[src/rtl/risc16_pkg.sv]
// risc16_pkg: shared widths, the NOP encoding and the fetch state type for RiSC-16.
package risc16_pkg;
    localparam int WORD_W = 16;
    localparam logic [15:0] NOP_INSTR = 16'h0000;
    typedef enum logic [1:0] {IDLE, REQ, HOLD} fetch_state_e;
endpackage

[src/rtl/fetch_timeout_ctr.sv]
// fetch_timeout_ctr: counts unanswered request cycles and flags the cycle in which
// the count would reach TIMEOUT-1.
module fetch_timeout_ctr #(
    parameter int TIMEOUT = 16
) (
    input  logic clk,
    input  logic rst_n,
    input  logic clr_i,
    input  logic en_i,
    output logic tc_o
);
    localparam int CW = $clog2(TIMEOUT);

    logic [CW-1:0] cnt_q, cnt_d;

    assign cnt_d = clr_i ? '0 : en_i ? cnt_q + 1'b1 : cnt_q;
    assign tc_o  = en_i && !clr_i && cnt_q == CW'(TIMEOUT - 2);

    always_ff @(posedge clk or negedge rst_n) begin
        if (!rst_n) cnt_q <= '0;
        else        cnt_q <= cnt_d;
    end
endmodule

[src/rtl/instr_fetch.sv]
// instr_fetch: fetches the instruction at the current PC over a req/ack memory port
// and hands it to decode with valid/ready, driving the PC load enable.
module instr_fetch
    import risc16_pkg::*;
#(
    parameter int ADDR_W  = WORD_W,
    parameter int INSTR_W = WORD_W,
    parameter int TIMEOUT = 16
) (
    input  logic               clk,
    input  logic               rst_n,
    input  logic [ADDR_W-1:0]  pc_addr,
    output logic               imem_req,
    output logic [ADDR_W-1:0]  imem_addr,
    input  logic               imem_ack,
    input  logic [INSTR_W-1:0] imem_rdata,
    output logic [INSTR_W-1:0] instr_out,
    output logic               instr_valid,
    input  logic               instr_ready,
    input  logic               flush,
    output logic               pc_load_en,
    output logic               fetch_err
);
    fetch_state_e       state_q;
    logic               req_q, valid_q, err_q, discard_q;
    logic [ADDR_W-1:0]  addr_q;
    logic [INSTR_W-1:0] instr_q;
    logic               issued, drop, tc;

    // REQ with req_q low is the one-cycle (re)capture slot that samples the settled PC
    assign issued = state_q == REQ && req_q;
    assign drop   = flush || discard_q;

    fetch_timeout_ctr #(.TIMEOUT(TIMEOUT)) u_ctr (
        .clk   (clk),
        .rst_n (rst_n),
        .clr_i (!issued || imem_ack),
        .en_i  (issued && !imem_ack),
        .tc_o  (tc)
    );

    always_ff @(posedge clk or negedge rst_n) begin
        if (!rst_n) begin
            state_q   <= IDLE;
            req_q     <= 1'b0;
            addr_q    <= '0;
            instr_q   <= INSTR_W'(NOP_INSTR);
            valid_q   <= 1'b0;
            err_q     <= 1'b0;
            discard_q <= 1'b0;
        end else begin
            case (state_q)
                IDLE: begin
                    state_q <= REQ;
                    req_q   <= 1'b1;
                    addr_q  <= pc_addr;
                end
                REQ: begin
                    if (!req_q) begin
                        req_q  <= 1'b1;
                        addr_q <= pc_addr;
                        if (flush) discard_q <= 1'b1;
                    end else if (imem_ack) begin
                        req_q     <= 1'b0;
                        discard_q <= 1'b0;
                        if (!drop) begin
                            instr_q <= imem_rdata;
                            valid_q <= 1'b1;
                            state_q <= HOLD;
                        end
                    end else if (tc) begin
                        req_q     <= 1'b0;
                        instr_q   <= INSTR_W'(NOP_INSTR);
                        err_q     <= 1'b1;
                        discard_q <= 1'b0;
                        valid_q   <= !drop;
                        if (!drop) state_q <= HOLD;
                    end else if (flush) begin
                        discard_q <= 1'b1;
                    end
                end
                HOLD: begin
                    if (flush || (valid_q && instr_ready)) begin
                        valid_q <= 1'b0;
                        state_q <= REQ;
                    end
                end
                default: state_q <= IDLE;
            endcase
        end
    end

    assign imem_req    = req_q;
    assign imem_addr   = addr_q;
    assign instr_out   = instr_q;
    assign instr_valid = valid_q;
    assign fetch_err   = err_q;
    assign pc_load_en  = (state_q == HOLD && valid_q && instr_ready) || flush;
endmodule

[config.mk]
export PLATFORM = sky130hd
export DESIGN_NAME = instr_fetch
export DESIGN_NICKNAME = d
export VERILOG_FILES = /design/src/rtl/risc16_pkg.sv /design/src/rtl/fetch_timeout_ctr.sv /design/src/rtl/instr_fetch.sv
export SDC_FILE = /design/constraint.sdc
export NUM_CORES = 1
export LEC_CHECK = 0
export ABC_AREA = 1
export BUFFER_PORTS_ARGS = -buffer_cell sky130_fd_sc_hd__buf_2
export CAP_MARGIN = 10
export CORE_MARGIN = 1
export CORE_UTILIZATION = 48
export CTS_CLUSTER_DIAMETER = 120
export CTS_CLUSTER_SIZE = 14
export DETAILED_ROUTE_END_ITERATION = 10
export HOLD_SLACK_MARGIN = 0.12
export PLACE_DENSITY = 0.79
export SYNTH_ARGS = -nofsm -noshare
export SYNTH_HDL_FRONTEND = slang
export SYNTH_HIERARCHICAL = 1
export SYNTH_SLANG_ARGS = --single-unit
[constraint.sdc]
create_clock -name clk -period 2.9 [get_ports clk]
set_input_delay 0.58 -clock clk [delete_from_list [all_inputs] [get_ports clk]]
set_output_delay 0.58 -clock clk [all_outputs]
set_load 0.01 [all_outputs]
Word level (Yosys, flattened, before mapping)

Cells that the tools add are included.

Reductions and logical operators: 25
Equal/unequal tests: 9
Bitwise logic cells: 1
Multiplexer cells: 27
Add/subtract/negate cells: 1

Operators with widths:

| kind                                                             | number |
|---|---|
| 16-bit two-way mux                                               | 4 |
| 16-bit case mux with 2 select lines                              | 1 |
| 1-bit two-way mux                                                | 12 |
| 2-bit two-way mux                                                | 5 |
| 4-bit two-way mux                                                | 2 |
| 2-bit != test (second input constant)                            | 4 |
| 4-bit AND reduction                                              | 2 |
| 2-bit nonzero test                                               | 4 |
| 1-bit logical AND                                                | 7 |
| 3-bit != test (second input constant)                            | 2 |
| 2-bit case mux with 3 select lines                               | 1 |
| 5-bit AND reduction                                              | 1 |
| 4-bit by 1-bit adder with 4-bit output (second input constant)   | 1 |
| 4-bit == test (second input constant)                            | 1 |
| 1-bit zero test                                                  | 4 |
| 1-bit logical OR                                                 | 4 |
| 1-bit case mux with 2 select lines                               | 2 |
| 3-bit AND reduction                                              | 1 |
| 2-bit by 1-bit == test with 1-bit output (second input constant) | 1 |
| 2-bit == test (second input constant)                            | 1 |
| 2-bit zero test                                                  | 1 |
| 2-bit AND reduction                                              | 1 |
| 1-bit inverter                                                   | 1 |

Output and inout port bits: 36
Input bits: 37
Logic and storage cells: 71
Register bits after elaboration: 42

Logic depth before layout (Yosys ltp)

Gate-level depths: netlist of the first run.

Depth after elaboration: 11
Depth in mapped cells: 16
Depth with buffers taken out: 15

By module

Netlist of the first run, hierarchy kept.

By module, submodules not included:

| module            | area each (sq um) | cells each | times used | sequential area each (sq um) |
|---|---|---|---|---|
| instr_fetch       | 1660.3            | 182        | 1          | 950.9 |
| fetch_timeout_ctr | 212.7             | 27         | 1          | 100.1 |

Worst setup path before layout of the first run

Ideal clock, no wire load.

Kind: register to register
Start point: reg state_q[1]
End point: reg instr_q[11] (netlist: instr_out[11])
Library setup time: 126 ps
Data arrival time: 2052 ps
Buffers on the path: 2
Stages on the path, launching flop included: 15
Required time: 2774 ps
Path slack: 722 ps
Period minus slack after synthesis: 2178 ps
Path through: dfrtp_1 > nor2_4 > inv_2 > nor2_8 > buf_4 > nand2_1 > inv_1 > nand2_1 > nor2_1 > nor2_1 > nor2_2 > o211ai_2 > buf_4 > nand2_1 > o21ai_0

Longest elaborated chain between the ends: 9
Elaborated cells on any way between the ends: 10
Those cells by class: eq/ne (1); reduce/logical (9)

RTL lines:

| what                                       | line                    | text |
|---|---|---|
| from (decl)                                | instr_fetch.sv:24       | `fetch_state_e state_q;` |
| from (signal assigned)                     | instr_fetch.sv:44       | `state_q <= IDLE;` |
| from (signal assigned)                     | instr_fetch.sv:54       | `state_q <= REQ;` |
| from (signal assigned)                     | instr_fetch.sv:69       | `state_q <= HOLD;` |
| 2-bit by 1-bit == test with 1-bit output * | instr_fetch.sv:31       | `assign issued = state_q == REQ && req_q;` |
| 1-bit logical AND *                        | instr_fetch.sv:31       |  |
| 1-bit zero test                            | instr_fetch.sv:37       | `.clr_i (!issued \|\| imem_ack),` |
| 1-bit logical OR                           | instr_fetch.sv:37       |  |
| 1-bit zero test                            | fetch_timeout_ctr.sv:17 | `assign tc_o = en_i && !clr_i && cnt_q == CW'(TIMEOUT - 2);` |
| 1-bit logical AND * (2 in series)          | fetch_timeout_ctr.sv:17 |  |
| via tc                                     | instr_fetch.sv:28       | `logic issued, drop, tc;` |
| 2-bit nonzero test (no line) *             | -                       |  |
| 4-bit AND reduction (no line) *            | -                       |  |
| to (signal assigned)                       | instr_fetch.sv:47       | `instr_q <= INSTR_W'(NOP_INSTR);` |
| to (signal assigned)                       | instr_fetch.sv:67       | `instr_q <= imem_rdata;` |
| to (signal assigned)                       | instr_fetch.sv:73       | `instr_q <= INSTR_W'(NOP_INSTR);` |
| to (decl)                                  | instr_fetch.sv:27       | `logic [INSTR_W-1:0] instr_q;` |

The timed path passes the listed nets; every way through them passes the cells marked *.
A chain may end at the register's enable or synchronous reset.

Worst setup path after layout of the first run

Start point: reg state_q[0]
End point: reg instr_q[9] (netlist: instr_out[9])

The elaborated chain is that of the path after synthesis.

==> results.toml, run 1 <==
[finish]
syn_to_final_growth_pct = 23.71
fin_nets = 320
multi_input_area_um2 = 713.2
layout.cells.non_filler = 329
mostFrequentLayoutCell = "nand2_1"
layout_common_cells = "83 x nand2_1, 72 x buf_2, 42 x dfrtp_1, 26 x o21ai_0, 10 x nor2_1"
final_layout_size_suffix_gt1_share_pct = 34.16
diodes = 0
ff_latch_area_um2 = 1051
nFillCells = 336

[timing]
setup_viol = 0
fin_crit_sh_pct = 83.29
relSlewSlack_pct = 40.96
layout_min_cycle_time_ns = 2.415
finalWorstSetupSlack_ns = 0.4847
fin_tns_setup_ns = 0
finalMaxSlewViolations = 0
finalHoldViolCount = 0
worst_pin_slew_ns = 0.8855
finalClockSkew_ns = 0.009597
fmax_mhz = 414.0
rsz0062_at_grt = "no"

[setup_path]
cp_max_fo = 32
worstPathArrival_ns = 2.58
regToRegSetupSlack_ns = 0.48
crit_type = "reg -> reg"
cp_data_required_time_ns = 3.07
endpoint_kind = "flip-flop"
r2r_end = "instr_out[9]$_DFFE_PN0P_"
start_kind = "flip-flop"
rr_worst_depth = 14
rr_startpoint = "state_q[0]$_DFFE_PN0P_"

[die]
die_h_um = 64.47
die_x_um = 64.47
rows = 22
core-area_um2 = 3689
io_pins = 73
die-area_um2 = 4156
start_util_pct = 50.78

[placement]
place_congestion = 0.7469
hpwl_um = 2751
post-place-cells = 322
numPortBuffers = 72
place_ws_ns = 0.4732

[outcome]
outcome = "complete, no violations"

[route]
totalWireLength_um = 3783
first_iter_violations = 59
met2WireLength_um = 1810
top_layer = "met4"
detail-route-antenna-nets = 0
wl_met3_um = 222
wl_per_cell_um = 11.50
drt-met1-wl_um = 1703
vias = 1588
dr.pass1.iters = 6
via_per_inst = 4.827
drc = 0

[synthesis]
seq_area_frac_synth_pct = 56.11
syn_area_um2 = 1873
ys_types = 22
synth_nets = 248
avgSynthCellArea_um2 = 8.962
yosys_warnings = 6
ys_ff_latch = 42
syn_inst = 209

[power]
ir_drop_uv = 552.1
p_leak_nw = 1.269
total_power_mw = 2.329
p_per_area_nw_per_um2 = 1005

[global_routing]
grt_use_total_pct = 19.66
antenna_found_initial = 0
grt_pass1_wl_um = 6189
grt_pass1_vias = 1494
grt_max_degree = 43
grt_remaining_overflow = 0

[clock_tree]
cts_buffers = 5
cts_setup_buffers = 0
root_buffer = "clkbuf_8"
clock_latency_ns = 0.29
cts_num_sinks = 42
cts_buffer_depth = 2
cts_tree = "done"
htree_levels = 2
clkTransAtPathRegs_ns = 0.08
cts-resized-gates = 0
cts_hold_buf = 0

[job]
maxCapViolCount = 0

[min_path]
hold_path_class = "in -> async"
==> critical path: stages (launching register included) <==
cell and delay, ns:
dfrtp_1 0.38, inv_2 0.07, nor2_4 0.20, inv_2 0.10, nor2_8 0.23, nand2_1 0.13, inv_1 0.14, nand2_1 0.09
nor2_1 0.15, nor2_1 0.09, nor2_2 0.18, o211ai_2 0.10, buf_4 0.25, nand2_1 0.10, o21ai_1 0.07
==> cell usage after synthesis (all sizes together) <==
cell type	count	share of area, %
dfrtp	42	56
nand3	3	0.80
inv	10	2.0
buf	7	3.4
nand2	83	17
ha	2	1.3
clkbuf	2	0.40
a31oi	1	0.33
a31o	2	0.94
a22oi	1	0.40
o21ai	38	11
nand3b	1	0.40
a21oi	1	0.27
o211ai	1	0.67
nor2	15	4.9
==> registers in the layout (all words and copies together) (netlist names) <==
signal and cells:
imem_addr 16, instr_out 16, u_ctr/cnt_q 4, state_q 2, discard_q 1, fetch_err 1
imem_req 1, instr_valid 1
==> report_power, final <==
part,total (mW),internal (mW),switching [mW]
Sequential,0.972,0.842,0.130
Combinational,1.00,0.380,0.620
Clock,0.357,0.165,0.192
Total,2.33,1.39,0.942
==> how the worst max path moves through the flow <==
stage / start / endpoint / slack, ns / depth (start not counted)
4_1_cts: state_q[0]$_DFFE_PN0P_ / instr_out[9]$_DFFE_PN0P_ / 0.47 / 14
3_3_place_gp: imem_ack / instr_out[11]$_DFFE_PN0P_ / 0.64 / 12
3_5_place_dp: state_q[0]$_DFFE_PN0P_ / instr_out[9]$_DFFE_PN0P_ / 0.47 / 14
2_1_floorplan: state_q[1]$_DFFE_PN0P_ / instr_out[11]$_DFFE_PN0P_ / 0.72 / 14
6_report: state_q[0]$_DFFE_PN0P_ / instr_out[9]$_DFFE_PN0P_ / 0.48 / 14
5_1_grt: state_q[0]$_DFFE_PN0P_ / instr_out[14]$_DFFE_PN0P_ / 0.23 / 14
==> per-layer routing <==
metal,vias to the layer above,track usage (%)
li1,811,-
met1,725,23.42
met2,47,33.55
met3,5,5.810
met4,0,7.222
met5,-,0
==> logic make-up after synthesis <==
logic type | count (synthesis) | synth area share (%)
DFF | 42 | 56.11
buffers and inverters | 19 | 5.812
adders and majority gates | 2 | 1.336
and+or+nand+nor | 102 | 22.78
AOI/OAI and AO/OA | 44 | 13.96
==> layout make-up <==
type,instances,share of cell area [%]
inverter,10,1.620
clock inverter,1,0.3240
timing repair buffer,74,16.20
tap,48,2.592
sequential,42,45.36
clock buffer,6,3.132
multi-input combinational,148,30.78
==> through the flow <==
stage / instance area, µm² / hold slack [ns] / util, %
2_1_floorplan: 1873 / 0.2844 / -
3_3_place_gp: 2237 / 0.4634 / 60.65
3_5_place_dp: 2237 / 0.4695 / 60.65
4_1_cts: 2317 / 0.4406 / 62.82
5_1_grt: 2317 / 0.4824 / 62.82
6_report: 2317 / 0.4089 / 62.82
(Power assumes the default switching activity.)
==> run 2, diff against run 1 <==
- ABC_AREA: 1 -> 0
- CORE_UTILIZATION: 48 -> 47
- clock period: 2.9 -> 2.3 ns (I/O delays scaled with it)
==> run 2 against run 1 <==
- die area shrank 5.5%
- sequential cell count stayed put
- register-to-register slack got worse by 0.23 ns
- sequential share of layout area increased by 1.9 points
- global-route usage is 0.28 points higher
- via count decreased by 16%
- area after synthesis is 7.7% lower
- sequential power is 28% higher
- first-iteration DRC count rose by 17%
- final area decreased by 3.9%
- largest power group is now registers
- highest routed layer unchanged
==> results.toml, run 2 <==
[global_routing]
grt_max_degree = 43
grt-busiest-layer = "met2"
grt_pass1_wl_um = 6051
gr-usage-met1_pct = 24.48
grt_use_total_pct = 19.94
grt_pass1_vias = 1323
antenna_found_initial = 0
met3_usage_pct = 4.562
use_met2_pct = 33.02
grt_remaining_overflow = 0

[clock_tree]
cts_setup_buffers = 0
cts-resized-gates = 0
cts_buffers = 5
cts_num_sinks = 42
cts_hold_buf = 0
htree_levels = 2
clock_latency_ns = 0.29
cts_buffer_depth = 2
clkTransAtPathRegs_ns = 0.08
root_buffer = "clkbuf_8"
cts_tree = "done"

[die]
die_x_um = 62.66
io_pins = 73
start_util_pct = 50.24
die-area_um2 = 3926
die_h_um = 62.66
core-area_um2 = 3442
rows = 21

[synthesis]
yosys_most_used_dff = "dfrtp_1"
synth_commonest_cells = "42 x dfrtp_1, 16 x mux2_2, 11 x a22o_1"
synth_edf_count = 0
synth_top_family_by_area = "compound AO/OA/AOI/OAI gates"
synth-simple-area-share_pct = 8.611
ys_ff_latch = 42
synth_xor_area_share_pct = 0.5065
seq_area_frac_synth_pct = 60.78
synth_top_cell_area_share_pct = 60.78
avgSynthCellArea_um2 = 13.83
synth.most_common_cell = "dfrtp_1"
synthArstFlopShare_pct = 100.0
synth_area_leaders = "dfrtp_1 61%, mux2_2 10%, a22o_1 5.6%"
ys_types = 34
synth_top_cell_by_area = "dfrtp_1"
synth_nets = 164
yosys-mux-area-fraction_pct = 11.29
syn_inst = 125
syn_area_um2 = 1729
synth_compound_area_share_pct = 14.18
synthAdderAreaFrac_pct = 1.447
yosys_warnings = 6

[timing]
rsz0062_at_grt = "no"
finalWorstSetupSlack_ns = 0.2513
fin_crit_sh_pct = 89.08
finalHoldViolCount = 0
worst_pin_slew_ns = 0.8838
hold_ws_ns = 0.2885
layout_min_cycle_time_ns = 2.049
setup_viol = 0
finalMaxSlewViolations = 0
relSlewSlack_pct = 41.08
fmax_mhz = 488.1
fin_tns_setup_ns = 0
finalClockSkew_ns = 0.005073

[finish]
ff_latch_area_um2 = 1051
final_layout_size_suffix_gt1_share_pct = 53.92
layout_common_cells = "72 x buf_2, 42 x dfrtp_1, 16 x mux2_2, 11 x a22o_1"
diodes = 0
layout.cells.non_filler = 250
mostFrequentLayoutCell = "buf_2"
multi_input_area_um2 = 628.1
fin_nets = 242
nFillCells = 280
syn_to_final_growth_pct = 28.73

[placement]
post-place-cells = 242
place_ws_ns = 0.1680
hpwl_um = 2604
numPortBuffers = 72
place_congestion = 0.8240

[power]
p_per_area_nw_per_um2 = 1273
ir_drop_uv = 637.1
p_leak_nw = 1.162

[route]
first_iter_violations = 69
vias = 1326
drc = 0
totalWireLength_um = 3487
dr.pass1.iters = 4
detail-route-antenna-nets = 0
via_per_inst = 5.304
wl_per_cell_um = 13.95

[setup_path]
endpoint_kind = "flip-flop"
cp_data_required_time_ns = 2.48
crit_type = "reg -> reg"
crit_path_cell_trace = "nor3_2 > inv_1 > nor2b_1 > and4_1 > o21a_1 > nand3_1 > buf_4 > a22o_2"
cp_max_fo = 16
critPathBufInv = 2
start_kind = "flip-flop"
worstPathArrival_ns = 2.23
critical_path.max_stage_delay_ns = 0.50
critPathTopFamily = "simple AND/OR/NAND/NOR gates"
crit_path_top_delay_cell = "dfrtp_1"

[outcome]
outcome = "complete, no violations"

[job]
maxCapViolCount = 0

[min_path]
hold_path_class = "in -> async"
-- run 2: cell types whose count changed after synthesis, moves of 3 or more --
| cell | previous run | this run |
|---|---|---|
| inv_1 | 8 | 3 |
| a21oi_1 | 1 | 5 |
| o21ai_1 | 6 | 0 |
| buf_4 | 4 | 1 |
| o21ai_0 | 26 | 2 |
| nor2_1 | 10 | 6 |
| a22o_2 | 0 | 5 |
| a22o_1 | 0 | 11 |
| o21ai_2 | 6 | 0 |
| mux2_2 | 0 | 16 |
| nand2_1 | 83 | 3 |
-- run 2: cell families (layout without fill, tap and decap cells) --
family | after synthesis | after routing
flops | 42 | 42
mux | 17 | 17
compound gates | 31 | 31
buf+inv | 7 | 86
simple gates | 25 | 25
xor+xnor | 1 | 1
fa+ha+maj | 2 | 2
-- run 2: final cells by class --
| type | instances | share of cell area, % |
|---|---|---|
| Sequential cell | 42 | 47.22 |
| Timing Repair Buffer | 75 | 17.20 |
| Multi-Input combinational cell | 76 | 28.22 |
| Tap cell | 46 | 2.586 |
| Clock inverter | 2 | 0.5621 |
| Clock buffer | 6 | 3.710 |
| Inverter | 3 | 0.5059 |
-- run 2: per-stage QoR --
stage | util, % | power (mW) | instance area (µm²)
2_1_floorplan | - | 1.935 | 1734
3_3_place_gp | 61.90 | 2.321 | 2131
3_5_place_dp | 61.90 | 2.383 | 2131
4_1_cts | 64.67 | 2.866 | 2226
5_1_grt | 64.67 | 3.021 | 2226
6_report | 64.67 | 2.833 | 2226
-- run 2: worst paths after layout --
check | end | slack, ns | cells past startpoint | start
setup / recovery | instr_out[0]$_DFFE_PN0P_ | 0.25 | 8 | state_q[1]$_DFFE_PN0P_
hold / removal | instr_out[12]$_DFFE_PN0P_ | 0.29 | 1 | rst_n
setup reg to reg | instr_out[0]$_DFFE_PN0P_ | 0.25 | 8 | state_q[1]$_DFFE_PN0P_
hold reg to reg | fetch_err$_DFFE_PN0P_ | 0.46 | 1 | fetch_err$_DFFE_PN0P_
max in group asynchronous | imem_addr[0]$_DFFE_PN0P_ | 1.46 | 1 | rst_n
min in group clk | instr_out[8]$_DFFE_PN0P_ | 0.39 | 2 | imem_rdata[8]
-- run 2: layer usage --
layer,vias to the layer above,part of all wire (%),wire [µm]
li1,610,-,-
met1,661,42,1477
met2,48,50,1738
met3,7,5.8,203
met4,0,2.0,68
met5,-,0,0
-- run 2: report_power, final --
group / total, mW / leakage, nW / switching [mW] / internal, mW
combinational: 1.12 / 0.590 / 0.530 / 0.589
clock: 0.479 / 0.0472 / 0.238 / 0.241
sequential: 1.24 / 0.525 / 0.191 / 1.04
total: 2.83 / 1.16 / 0.958 / 1.87
==> run 3, diff against run 2 <==
- SETUP_SLACK_MARGIN: unset -> 0.3
==> run 3 against run 2 <==
- maximum frequency is 6.4% higher
- utilization is 1.0 points higher
- sequential share of layout area is 0.57 points lower
- final area is 1.6% higher
- largest cell class unchanged
- largest power group unchanged
==> results.toml, run 3 (synthesis gave the netlist of run 2 again) <==
[outcome]
outcome = "complete, no violations"

[timing]
worst_pin_slew_ns = 0.6884
relSlewSlack_pct = 53.62
finalWorstSetupSlack_ns = 0.3751
finalMaxSlewViolations = 0
setup_viol = 0
fin_tns_setup_ns = 0
rsz0062_at_grt = "no"
fin_crit_sh_pct = 83.69
layout_min_cycle_time_ns = 1.925
finalHoldViolCount = 0
fmax_mhz = 519.5
finalClockSkew_ns = 0.01013

[clock_tree]
clock_latency_ns = 0.29
cts_buffer_depth = 2
cts_num_sinks = 42
root_buffer = "clkbuf_8"
clkTransAtPathRegs_ns = 0.08
cts_tree = "done"
cts_hold_buf = 0
cts_buffers = 5
htree_levels = 2

[route]
dr.pass1.iters = 4
detail-route-antenna-nets = 0
drc = 0
totalWireLength_um = 3797
first_iter_violations = 52
via_per_inst = 5.327
wl_per_cell_um = 15.13
vias = 1337

[job]
maxCapViolCount = 0

[setup_path]
worstPathArrival_ns = 2.10
cp_data_required_time_ns = 2.48
cp_max_fo = 8
start_kind = "flip-flop"
crit_type = "reg -> reg"
endpoint_kind = "flip-flop"

[global_routing]
grt_max_degree = 24
grt_pass1_wl_um = 6127
grt_pass1_vias = 1352
grt_remaining_overflow = 0
grt_use_total_pct = 20.44
antenna_found_initial = 0

[placement]
place_congestion = 0.8468
numPortBuffers = 72
place_ws_ns = 0.1080
place_area_um2 = 2145
post-place-cells = 242
hpwl_um = 2736

[die]
core-area_um2 = 3442
die_h_um = 62.66
io_pins = 73
start_util_pct = 50.24
die-area_um2 = 3926
die_x_um = 62.66
rows = 21

[finish]
fin_nets = 243
layout_common_cells = "72 x buf_2, 39 x dfrtp_1, 16 x mux2_2, 11 x a22o_1, 6 x nor2_1"
diodes = 0
syn_to_final_growth_pct = 30.75
layout.cells.non_filler = 251
mostFrequentLayoutCell = "buf_2"
final_layout_size_suffix_gt1_share_pct = 56.59
final_cell_area_um2 = 2261

[power]
p_per_area_nw_per_um2 = 1267
ir_drop_uv = 510.5
total_power_mw = 2.865
p_leak_nw = 1.165

[min_path]
hold_path_class = "in -> async"
-- run 3: through the flow --
step / hold slack (ns) / utilization (%)
2_1_floorplan: 0.1644 / -
3_3_place_gp: 0.4428 / 62.30
3_5_place_dp: 0.4571 / 62.30
4_1_cts: 0.1360 / 65.29
5_1_grt: 0.1627 / 65.69
6_report: 0.1222 / 65.69
-- run 3: critical path: stages, from the launching register on --
cell	delay, ns
dfrtp_2	0.49
nor3_4	0.22
inv_2	0.08
nor2b_1	0.15
and4_1	0.27
o21a_4	0.19
nand3_4	0.13
a22o_2	0.27
-- run 3: area by class of cell --
class,count,area [µm²]
sequential,42,1055
timing repair buffer,75,382.9
inverter,3,11.26
multi-input combinational,77,671.9
fill,275,1181
clock buffer,6,72.57
tap,46,57.56
clock inverter,2,10.01
-- run 3: where the power goes --
| group | switching [mW] | total (mW) | internal (mW) |
|---|---|---|---|
| sequential | 0.198 | 1.25 | 1.05 |
| combinational | 0.569 | 1.17 | 0.600 |
| clock | 0.240 | 0.450 | 0.210 |
-- run 3: what timing repair did --
| action | CTS | global route |
|---|---|---|
| resized for setup | 3 | 2 |
| pin swaps | 1 | 0 |
| gates cloned | 1 | 0 |
| setup buffers | 0 | 0 |
| hold endpoints to repair | 0 | 0 |
| endpoints found under the setup margin | 16 | 9 |
-- run 3: worst paths after layout --
path	from	to	slack (ns)	cells after the start
max	state_q[1]$_DFFE_PN0P_	instr_out[1]$_DFFE_PN0P_	0.38	7
min	rst_n	instr_out[2]$_DFFE_PN0P_	0.12	1
max reg2reg	state_q[1]$_DFFE_PN0P_	instr_out[1]$_DFFE_PN0P_	0.38	7
min reg2reg	fetch_err$_DFFE_PN0P_	fetch_err$_DFFE_PN0P_	0.48	1
max in group asynchronous	rst_n	imem_addr[15]$_DFFE_PN0P_	1.52	2
min in group clk	imem_rdata[2]	instr_out[2]$_DFFE_PN0P_	0.39	2
-- run 3: routing by layer --
layer,share of wire (%),global-route usage [%],up-vias
met5,0,0,-
met4,1.4,10.17,0
met3,4.6,4.380,9
met2,51,34.38,40
met1,42,24.76,673
li1,-,-,615
